==> src/rtl/hazard_unit_gen.sv <==
// hazard_unit_gen: N-stage pipeline hazard controller.
// Turns per-stage hazard requests into per-register stall/flush controls,
// arbitrates PC redirects (oldest stage wins), keeps saturating per-stage
// statistics with a registered readout, and flags a stalled-IF deadlock.
//
// Handshake: there is no valid/ready pair here; load_pc_we is a one-cycle
// strobe that is high exactly in the cycle the redirect is accepted, and the
// requester must hold redir_valid until it observes load_pc_we.
module hazard_unit_gen #(
  parameter int NUM_STAGES  = 5,
  parameter int ADDR_W      = 32,
  parameter int CNT_W       = 32,
  parameter int DELAY_SLOT  = 1,
  parameter int WDOG_CYCLES = 1024,
  localparam int NUM_CNT    = 3 * NUM_STAGES,
  localparam int SEL_W      = $clog2(NUM_CNT),
  localparam int WIN_W      = $clog2(NUM_STAGES),
  localparam int WD_W       = $clog2(WDOG_CYCLES)
) (
  input  logic                         clk,
  input  logic                         rst_n,
  input  logic [NUM_STAGES-1:0]        hz_req,
  input  logic [NUM_STAGES-1:0]        redir_valid,
  input  logic [NUM_STAGES*ADDR_W-1:0] redir_target,
  output logic [NUM_STAGES-1:0]        stall_o,
  output logic [NUM_STAGES-1:0]        flush_o,
  output logic                         load_pc_we,
  output logic [ADDR_W-1:0]            load_pc_new_pc,
  input  logic                         stat_clear,
  input  logic [SEL_W-1:0]             stat_sel,
  output logic [CNT_W-1:0]             stat_data,
  output logic                         deadlock
);

  localparam logic [SEL_W-1:0] LAST_SEL = SEL_W'(NUM_CNT - 1);
  localparam logic [WD_W-1:0]  WD_MAX   = WD_W'(WDOG_CYCLES - 1);

  // Stage 0 (IF) never issues a redirect.
  logic unused_redir_valid0;
  assign unused_redir_valid0 = redir_valid[0];

  logic [NUM_STAGES-1:1] blk;
  logic [WIN_W-1:0]      win;
  logic                  any_redir;
  logic                  acc;
  logic                  stalling;

  logic [CNT_W-1:0]      cnt_q [NUM_CNT];
  logic [CNT_W-1:0]      cnt_d [NUM_CNT];
  logic [NUM_CNT-1:0]    inc;
  logic [NUM_STAGES-1:0] prev_hz_q;
  logic [WD_W-1:0]       wd_q, wd_d;
  logic                  dl_q, dl_d;
  logic [CNT_W-1:0]      stat_data_q, stat_data_d;

  // Blocking chain: a stage is held if it or any older stage is stuck.
  always_comb begin
    blk = '0;
    blk[NUM_STAGES-1] = hz_req[NUM_STAGES-1];
    for (int s = NUM_STAGES - 2; s >= 1; s--) begin
      blk[s] = hz_req[s] | blk[s+1];
    end
  end

  // Redirect arbitration: the highest-index valid stage (oldest) wins.
  always_comb begin
    win = '0;
    for (int r = 1; r < NUM_STAGES; r++) begin
      if (redir_valid[r]) win = WIN_W'(r);
    end
    any_redir = |redir_valid[NUM_STAGES-1:1];
    acc       = ~blk[1] & any_redir;
  end

  // Stall/flush/PC outputs; a redirect overrides an IF-only hazard.
  always_comb begin
    load_pc_we     = acc;
    load_pc_new_pc = acc ? redir_target[win*ADDR_W +: ADDR_W] : '0;
    stall_o        = {blk, (hz_req[0] & ~acc) | blk[1]};
    for (int s = 0; s < NUM_STAGES; s++) begin
      flush_o[s] = hz_req[s] | (acc & (s < (int'(win) - DELAY_SLOT)));
    end
    stalling = stall_o[0] & ~acc;
  end

  // Counter next state: clear wins over increment, increments saturate.
  always_comb begin
    inc = '0;
    for (int s = 0; s < NUM_STAGES; s++) begin
      inc[3*s]     = hz_req[s];
      inc[3*s + 1] = hz_req[s] & ~prev_hz_q[s];
      inc[3*s + 2] = (s != 0) & acc & (win == WIN_W'(s));
    end
    for (int i = 0; i < NUM_CNT; i++) begin
      cnt_d[i] = cnt_q[i];
      if (stat_clear)                     cnt_d[i] = '0;
      else if (inc[i] && (~&cnt_q[i]))    cnt_d[i] = cnt_q[i] + 1'b1;
    end
    stat_data_d = (stat_sel <= LAST_SEL) ? cnt_q[stat_sel] : '0;
  end

  // Watchdog: count consecutive IF stalls, set sticky deadlock at the limit.
  always_comb begin
    wd_d = wd_q;
    dl_d = dl_q;
    if (stat_clear) begin
      wd_d = '0;
      dl_d = 1'b0;
    end else if (stalling) begin
      if (wd_q == WD_MAX) dl_d = 1'b1;
      else                wd_d = wd_q + 1'b1;
    end else begin
      wd_d = '0;
    end
  end

  // State registers with asynchronous active-low reset.
  always_ff @(posedge clk or negedge rst_n) begin
    if (!rst_n) begin
      for (int i = 0; i < NUM_CNT; i++) cnt_q[i] <= '0;
      prev_hz_q   <= '0;
      wd_q        <= '0;
      dl_q        <= 1'b0;
      stat_data_q <= '0;
    end else begin
      cnt_q       <= cnt_d;
      prev_hz_q   <= hz_req;
      wd_q        <= wd_d;
      dl_q        <= dl_d;
      stat_data_q <= stat_data_d;
    end
  end

  assign stat_data = stat_data_q;
  assign deadlock  = dl_q;

endmodule

==> config.mk <==
export PLATFORM = sky130hd
export DESIGN_NAME = hazard_unit_gen
export DESIGN_NICKNAME = d
export VERILOG_FILES = /design/src/rtl/hazard_unit_gen.sv
export SDC_FILE = /design/constraint.sdc
export NUM_CORES = 1
export LEC_CHECK = 0
export ABC_AREA = 1
export CORE_ASPECT_RATIO = 1.2
export CORE_UTILIZATION = 30
export DETAILED_ROUTE_END_ITERATION = 7
export HOLD_SLACK_MARGIN = 0.1
export PLACE_DENSITY_LB_ADDON = 0.08
export SLEW_MARGIN = 40
export SYNTH_ARGS = -nofsm -noshare
export SYNTH_HDL_FRONTEND = slang
export SYNTH_SLANG_ARGS = --single-unit
==> constraint.sdc <==
create_clock -name clk -period 5.8 [get_ports clk]
set_input_delay 0.87 -clock clk [delete_from_list [all_inputs] [get_ports clk]]
set_output_delay 0.87 -clock clk [all_outputs]
set_load 0.01 [all_outputs]
# Word level (Yosys, flattened, before mapping)
# Index checks and enable logic that the tools add are counted.
[totals]
ff_bits = 496
out_inout_bits = 76
wordCells = 185
[op_classes]
addsub = 16
magnitude_cmp = 7
eq_ne = 6
shifts = 1
muxes = 43
bitwise_logic = 34
reduce_logical = 60
[op_table]
columns = ["operator", "n"]
rows = [
  ["$mux 32", 32],
  ["$add 32x1->32 const B", 14],
  ["$reduce_and 32->1", 14],
  ["$shiftx 160x9->32", 1],
  ["$bmux 32 s4", 1],
  ["$reduce_bool 2->1", 16],
  ["$mux 10", 3],
  ["$and 1x1->1", 17],
  ["$logic_and 1x1->1", 14],
  ["$logic_not 1->1", 14],
  ["$add 10x1->10 const B", 1],
  ["$eq 10x10->1 const B", 1],
  ["$mux 3", 3],
  ["$or 1x1->1", 9],
  ["$lt 3x4->1 const A", 2],
  ["$not 1->1", 7],
  ["$eq 3x2->1 const B", 2],
  ["$ge 5x5->1 const B", 1],
  ["$not 4->5", 1],
  ["$le 4x4->1 const B", 1],
  ["$lt 1x4->1 const A", 1],
  ["$lt 2x4->1 const A", 1],
  ["$lt 4x4->1 const A", 1],
  ["$mux 1", 4],
  ["6 further kinds", 6],
]

# Longest topological paths before layout
# Gate-level depths: netlist (run 1).
[logic_depth]
word_depth = 11
ltp_mapped = 15

# Worst setup path before layout (run 1)
# OpenSTA, ideal clock, no wires.
[synth_path]
path_type = "input to output"
startpoint = "in redir_valid[4]"
endpoint = "out flush_o[0]"
arrival_ps = 2451
t_required_ps = 4930
setup_slack_ps = 2479
cell_stages = 8
path_buffers = 2
path_cell_list = "buf_2 > nor2_2 > clkinv_1 > buf_1 > ha_1 > xor2_1 > nor2_1 > o21ai_0"
[synth_via]
elab_chain_len = 5
elab_cells_between_ends = 7
[synth_rtl]
columns = ["item", "line_no", "source"]
rows = [
  ["from (decl)", "23", "input logic [NUM_STAGES-1:0] redir_valid,"],
  ["$mux 3", "69", "if (redir_valid[r]) win = WIN_W'(r);"],
  ["$sub 3x1->4", "81", "flush_o[s] = hz_req[s] | (acc & (s < (int'(win) - DELAY_SLOT)));"],
  ["$lt 1x4->1", "81", ""],
  ["$and 1x1->1 *", "81", ""],
  ["$or 1x1->1 *", "81", ""],
  ["to (decl)", "26", "output logic [NUM_STAGES-1:0] flush_o,"],
]
# Every way passes the cells marked *; elsewhere a longest branch is shown, timed or not.

# Worst setup path after layout (run 1)
# Ends and elaborated chain as after synthesis.

==> results.md, run 1 <==
- The H-tree generated during clock tree synthesis spans 2 levels.
- Walking the worst path, the cells encountered are clkdlybuf4s50_1, inv_2, nand2_2, buf_4, ha_1, xor2_1, nor2_1, o21ai_0, clkdlybuf4s50_1.
- The first global-routing pass estimated roughly 240000 um of wire.
- Counting cells, the worst reg-to-reg path comes to 11.
- The post-cts repair resize count is 0.
- Setup violations remaining at the end of the flow were counted as 0.
- The cell family contributing the most delay on the critical path is buffers and inverters.
- The number of enable flip-flop cells after synthesis is 0.
- The clock root buffer master is clkbuf_16.
- The top cell type's share of synthesized area is 33.2%.
- The highest clock frequency the design can meet is roughly 200 MHz.
- On the critical path, the stage with the largest delay is an instance of clkdlybuf4s50_1.
- The worst-case clock buffer depth is 3.
- The static power due to leakage is 19.3 nW.
- The most common flop cell mapped by yosys is dfrtp_1.
- STA puts the critical path data required time at 4.93 ns.
- The layout overhead on the synthesized area is 16.4%.
- The proportion of register bits with asynchronous set or reset after synthesis is 100%.
- The reported max-cap violation count is 0.
- The transition time at the pin with the least slew margin is 0.799 ns.
- The run finished with clean final reports.
- The share of the Yosys chip area taken by registers is roughly 33%.
- The register clock-pin slew on the reported worst setup and hold paths is roughly 0.06 ns.
- In the final layout, the share of cells above drive strength 1 is approximately 5.3%.
- The full die area is 126000 um2.
- The latest clock arrival within the worst-skew pair is a little under 0.7 ns.
- The core region is ~120000 um2.
- The total half-perimeter wirelength after legalization and detailed placement is approximately 120000 um.
- The die span in y is approximately 390 um.
- Once detail routing completed, the nets flagged for antenna violations numbered 0.
- The synthesized net count is approximately 6.3k.
- Global routing used between 20% and 30% of the available tracks.
- The number of synthesized register bits is ~500.
- The initial antenna violation count is 7.
- For this run, the post-layout net count is around 6.4k.
- The number of buffers and inverters on the critical path is 4.
- IR analysis of the VDD net gives a maximum drop of roughly 0.24 mV.
- In this run the power density over the cells is about 200 nW/um2.
- CTS saw around 500 sinks.
- The shortest clock period the worst path allows after layout is between 4 and 5 ns.
- The maximum fanout count along the critical path is 66.
- The critical path in this run is classified as in -> out.
- The number of warnings reported in the yosys synthesis log is 0.
- The largest total area in the synthesized netlist belongs to dfrtp_1.
- The cell area that synthesis handed to floorplanning was 37400 um2.
- The number of global-route vias before repair is roughly 38k.
- The worst hold path belongs to the class in -> async.
- The share of the clock period used by the worst path after layout is a little over four fifths.
- The worst setup path is launched from an input pin.
- The quantity of hold-fixing buffers added after cts is 0.
- The most numerous cell on the critical path is clkdlybuf4s50_1.
- The congestion estimate from routability-driven global placement came to 0.985.
- Headroom to the max-slew limit came out at a little under half.
- After detailed routing, the number of vias per cell comes to ~5.
- The flip-flop and latch area is approximately 12000 um2.
- The final layout contains routed wiring with a total length of about 160000 um.
- The final route contains 39.4k vias.
- The DRC violation count after routing is 0.
- For this run the aggregate overflow at the end of global routing stands at 0.
- The number of buffers inserted during clock tree synthesis is 61.
- The number of input and output port buffers inserted is 251.
- The filler cells instantiated in the layout total 13.7k.
- The number of distinct library cells after synthesis is between 40 and 50.
- The number of setup buffers added after CTS is 0.
- Summed over all failing endpoints, the final setup total negative slack is 0 ns.
- Dividing the detail-routed wire length by the instance count gives about 20 um.
- The worst register-to-register path ends at cnt_q[348].
- Across the routed clock network, the largest skew measured is ~0.036 ns.
- The initial core utilization is just over 30%.
- Dividing the synthesized area by the synthesized cell count gives around 6 um2.
- The max-slew violation count is 0.
- The total count of hold-check failures in the final report came to 0.
- The detailed-router iteration count before antenna repair is 6.
- The register-to-register setup slack is approximately 3.0 ns.
- The beginning of the worst register-to-register path is cnt_q[320].
- For this block, the initial DRC count from the detailed router was 3224.
- The total I/O pin count is between 200 and 300.
- The completed layout was analyzed and its total power is between 8 and 9 mW.
- The largest net degree at the start of global routing is between 100 and 150.
- The type of element capturing the critical path is an output pin.
- The multi-input combinational cells in the finished layout cover a total of approximately 22000 um2.
- The CTS tree is done.
- At the worst endpoint, the arrival time is ~4.0 ns.
- The largest stage delay on the critical path is between 0.7 and 0.8 ns.
- The synthesized instance count is slightly above 6k.
- The count of standard-cell rows is between 100 and 150.
- Yosys attributes the largest share of cell area to dfrtp_1 33%, nand2_1 25%, nor2_1 9.6%.
- Setup repair after global routing left no endpoint under its margin.
- The die is 324 um wide.
worst register-to-register path: stages (launching register included):
cell and delay, ns:
dfrtp_1 0.46, ha_1 0.34, inv_2 0.07, nor2_4 0.20, nand2_2 0.11, nor2_2 0.20, nand2_1 0.13, nand2_1 0.08
nand2_1 0.35, inv_2 0.56, nand2_1 0.11, nand2_1 0.09
synth_stat cells (25+ instances only):
cell and count:
buf_2 53, nand2_1 2487, a22oi_1 25, a21oi_1 59, o221ai_1 34, inv_1 407, o21ai_0 182, o211ai_1 30
nand3_1 516, clkbuf_1 112, xor2_1 145, nand2_2 55, dfrtp_1 496, nand4_1 248, nor2_1 952, or2_2 33
nand3b_1 25
cell type report:
cell class                      instances  share of cell area (%)
Antenna cell                            3                  0.0173
Clock buffer                           88                    4.07
Clock inverter                         26                   0.834
Inverter                              430                    3.81
Multi-Input combinational cell       4927                    51.2
Sequential cell                       496                    28.5
Tap cell                             1644                    4.73
Timing Repair Buffer                  302                    6.85
per-layer routing:
metal | wire, um | share of wire, % | track usage (%) | vias up
met5 | 13 | 0.0081 | 0 | -
met4 | 9010 | 5.6 | 12.9 | 2
met3 | 7870 | 4.9 | 3.15 | 257
met2 | 77900 | 48 | 43.8 | 1148
met1 | 66300 | 41 | 30.9 | 18300
li1 | - | - | - | 19700
worst max path at each step:
| stage | startpoint | endpoint | slack, ns | cells past startpoint |
|---|---|---|---|---|
| after global placement | redir_valid[4] | flush_o[0] | 0.81 | 9 |
| after floorplan | redir_valid[4] | flush_o[0] | 2.48 | 8 |
| after detailed placement | hz_req[2] | load_pc_new_pc[25] | 0.82 | 8 |
| after CTS | hz_req[2] | load_pc_new_pc[25] | 0.81 | 8 |
| after global routing | redir_valid[4] | flush_o[0] | 0.62 | 9 |
| final | redir_valid[4] | flush_o[0] | 0.92 | 9 |
cell families after synthesis:
| logic type | synth area share (%) |
|---|---|
| simple gates | 49.1 |
| buf+inv | 7.39 |
| flops | 33.2 |
| compound gates | 5.95 |
| xor+xnor | 3.70 |
| fa+ha+maj | 0.636 |
through the flow:
step                util [%]  cell area (um2)  hold WS, ns  setup slack, ns  cells
finish                  35.3            43500        0.240            0.917   7916
detailed placement      33.5            41300        0.491            0.818   7798
CTS                     35.2            43400        0.223            0.808   7912
floorplan                  -            37400        0.470             2.48   6074
global placement        33.5            41300        0.492            0.810   7798
global route            35.3            43500        0.260            0.615   7915
layout by cell type, fill, tap and decap left out, types with 24 or more instances in the layout:
cell             instances
nand2_1               2485
nor2_1                 951
nand3_1                516
dfrtp_1                496
inv_1                  403
nand4_1                248
clkdlybuf4s50_1        247
o21ai_0                182
xor2_1                 145
clkbuf_16               61
nand2_2                 57
a21oi_1                 55
buf_4                   45
o221ai_1                34
or2_2                   33
o211ai_1                30
a22oi_1                 25
nand3b_1                25
nor2_4                  24
sequential cells by signal (all words and copies together) (netlist names):
name,cells
prev_hz_q,5
deadlock,1
stat_data,32
cnt_q,448
wd_q,10
where the power goes:
group | internal (mW) | total (mW) | switching, mW
logic | 0.278 | 0.939 | 0.661
registers | 3.49 | 3.52 | 0.0282
clock network | 2.46 | 4.17 | 1.71
total | 6.23 | 8.63 | 2.40
Note: power is estimated with default switching activity, not from simulation.
==> run 2, diff against run 1 <==
- clock period: 5.8 -> 3.9 ns (I/O delays scaled with it)
==> results.md, run 2 (synthesis results as in run 1) <==
- The run finished with clean final reports.
- The accumulated negative setup slack is 0 ns (unchanged).
- The slowest stage cell on the critical path is clkdlybuf4s50_1.
- The initial antenna violation count is 6 (-1).
- The count of standard-cell rows was 141 (unchanged).
- The post-cts repair resize count is 0 (unchanged).
- The floorplan core area is 123000 um2 (unchanged).
- The total I/O pin count was 253 (unchanged).
- STA classifies the critical path endpoint as an output pin.
- The DRC violation count after routing was 0 (unchanged).
- The number of input and output port buffers inserted came to 251 (unchanged).
- The total half-perimeter wirelength after legalization and detailed placement is 127000 um (+3.0%).
- The worst hold path belongs to the class in -> async.
- The maximum fanout count along the critical path is 45 (-32%).
- The shortest clock period the worst path allows after layout is about 3.6 ns.
- The leftover overflow at the end of global routing is 0 (unchanged).
- The number of levels in the clock H-tree is 2 (unchanged).
- Leaving out fill and tap cells, the most frequent cells in the layout are 2485 x nand2_1, 951 x nor2_1, 516 x nand3_1.
- The worst-case clock buffer depth is 3 (unchanged).
- The quantity of hold-fixing buffers added after cts was 1 (+1).
- The highest clock frequency the design can meet is between 200 and 300 MHz.
- The full die area is 126000 um2 (unchanged).
- The signal on the critical path passes through clkdlybuf4s50_1, inv_2, nand2_2, buf_4, nand2_1, nand3_1, nand3_1, nand2_1, clkdlybuf4s50_1.
- The number of buffers inserted during clock tree synthesis is 60 (-1.6%).
- The clock sink count is 496 (unchanged).
- The kind of start point of the critical path is an input pin.
- The latest clock arrival within the worst-skew pair is 0.69 ns (about the same).
- The final weighted congestion of routability-driven global placement is 1.04 (+6.0%).
- The largest stage delay on the critical path came to 0.62 ns (-0.15 ns).
- The via density per instance was 4.96 (-0.43%).
- The register clock-pin slew on the reported worst setup and hold paths is 0.06 ns (about the same).
- The transition time at the pin with the least slew margin is 0.861 ns (+0.0625 ns).
- The initial core utilization is 30.3% (unchanged).
- The required time at the endpoint of the critical path was 3.31 ns (-1.62 ns).
- Dividing the final minimum period by the clock period gives 92.0%.
- The number of global-route vias before repair is 38.0k (-1.0%).
- The flip-flop count of the largest register after layout is 448 (unchanged).
- The global router's overall resource usage is 25.6% (+0.21 points).
- In this design, the largest share of critical-path delay is due to buffers and inverters.
- The detailed-router iteration count before antenna repair came to 6 (unchanged).
- The worst flop-to-flop path endpoint is cnt_q[281].
- The fraction of final layout cells sized beyond drive strength 1 came to 6.02% (+0.69 points).
- The number of buffers and inverters on the critical path is 4 (unchanged).
- The register-to-register setup slack is 1.24 ns (-1.78 ns).
- The number of cell instances on the worst register-to-register path was 11 (unchanged).
- The die span in y was 389 um (unchanged).
- The max-slew violation count came to 0 (unchanged).
- The post-detailed-route wirelength per cell is 20.5 um (+0.57%).
- The slack of the critical path is 0.310 ns (-0.607 ns).
- Setup repair after global routing left no endpoint under its margin.
- The count of placed standard cells including taps is 7848 (+0.64%).
- The static power due to leakage is 19.5 nW (+1.2%).
- The number of vias after detailed routing is 39.5k (+0.096%).
- The width of the die is 324 um (unchanged).
- The violation count after the first detailed-routing iteration came to 3067 (-4.9%).
- The count of endpoints failing setup in the final report is 0 (unchanged).
- The CTS tree is done.
- The global-route wire length before repair came to 243000 um (+0.22%).
- The power density relative to cell area is 292 nW/um2 (+47%).
- The number of setup buffers added after CTS is 0 (unchanged).
- The number of logic stages on the critical path including buffering is 9 (unchanged).
- The filler-free cell count of the finished design is 7958 (+0.53%).
- The largest net degree at the start of global routing is 99 (-31%).
- The clock root buffer master is clkbuf_16.
- The reported max-cap violation count is 0 (unchanged).
- The beginning of the worst register-to-register path is cnt_q[256].
- The critical path data arrival time is 3.00 ns (-1.01 ns).
- The remaining number of nets flagged by the antenna check after routing is 0 (unchanged).
- The number of nets in the final layout is 6463 (+0.76%).
- The worst setup path is of the in -> out kind.
- The total count of hold-check failures in the final report came to 0 (unchanged).
- The worst slack after detailed placement was 0.263 ns (-0.555 ns).
- Relative to the synthesized area, the layout overhead comes to 17.4%.
- The largest clock skew in the final design came to 0.0227 ns (-0.0128 ns).
- The relative slew slack was 42.0% (-4.2 points).
- The library cell used most frequently in the layout, excluding fill and tap cells, is nand2_1.
- The peak supply drop is 0.360 mV (+52%).
- The register with the most flip-flops in the final layout is cnt_q.
- The wire length reported by the detailed router is 163000 um (+1.1%).
[run 2: area by class of cell]
cell class                      count  area [um2]
Timing Repair Buffer              352        3460
Clock inverter                     27         362
Multi-Input combinational cell   4927       22200
Antenna cell                        3        7.51
Sequential cell                   496       12400
Clock buffer                       79        1700
Fill cell                       13600       79400
Inverter                          430        1660
Tap cell                         1644        2060
[run 2: routing by layer]
| metal | vias up | global-route usage, % | wire (um) |
|---|---|---|---|
| li1 | 19800 | - | - |
| met1 | 18400 | 30.6 | 66200 |
| met2 | 1036 | 44.6 | 80100 |
| met3 | 255 | 3.74 | 7910 |
| met4 | 0 | 12.3 | 8620 |
| met5 | - | 0 | 0 |
[run 2: how the worst max path moves through the flow]
stage	to	start	slack, ns
6_report	load_pc_new_pc[31]	redir_valid[4]	0.31
5_1_grt	load_pc_new_pc[31]	redir_valid[4]	0.15
4_1_cts	load_pc_new_pc[31]	redir_valid[4]	0.25
3_5_place_dp	load_pc_new_pc[31]	redir_valid[4]	0.26
3_3_place_gp	load_pc_new_pc[31]	redir_valid[4]	0.30
2_1_floorplan	flush_o[0]	redir_valid[4]	1.15
[run 2: per-stage QoR]
stage               hold slack, ns  total power, mW  util (%)  instance area (um2)
detailed placement           0.506             6.78      33.9                41800
CTS                          0.369             13.0      35.6                43900
global placement             0.498             6.78      33.9                41800
global route                 0.405             13.3      35.6                43900
finish                       0.398             12.8      35.6                43900
floorplan                    0.289             5.93         -                37400
[run 2: report_power, final]
| part | switching, mW | internal (mW) | leakage (nW) | total [mW] |
|---|---|---|---|---|
| logic | 0.986 | 0.453 | 11.6 | 1.44 |
| registers | 0.0461 | 5.19 | 6.88 | 5.24 |
| clock network | 2.54 | 3.57 | 1.01 | 6.12 |
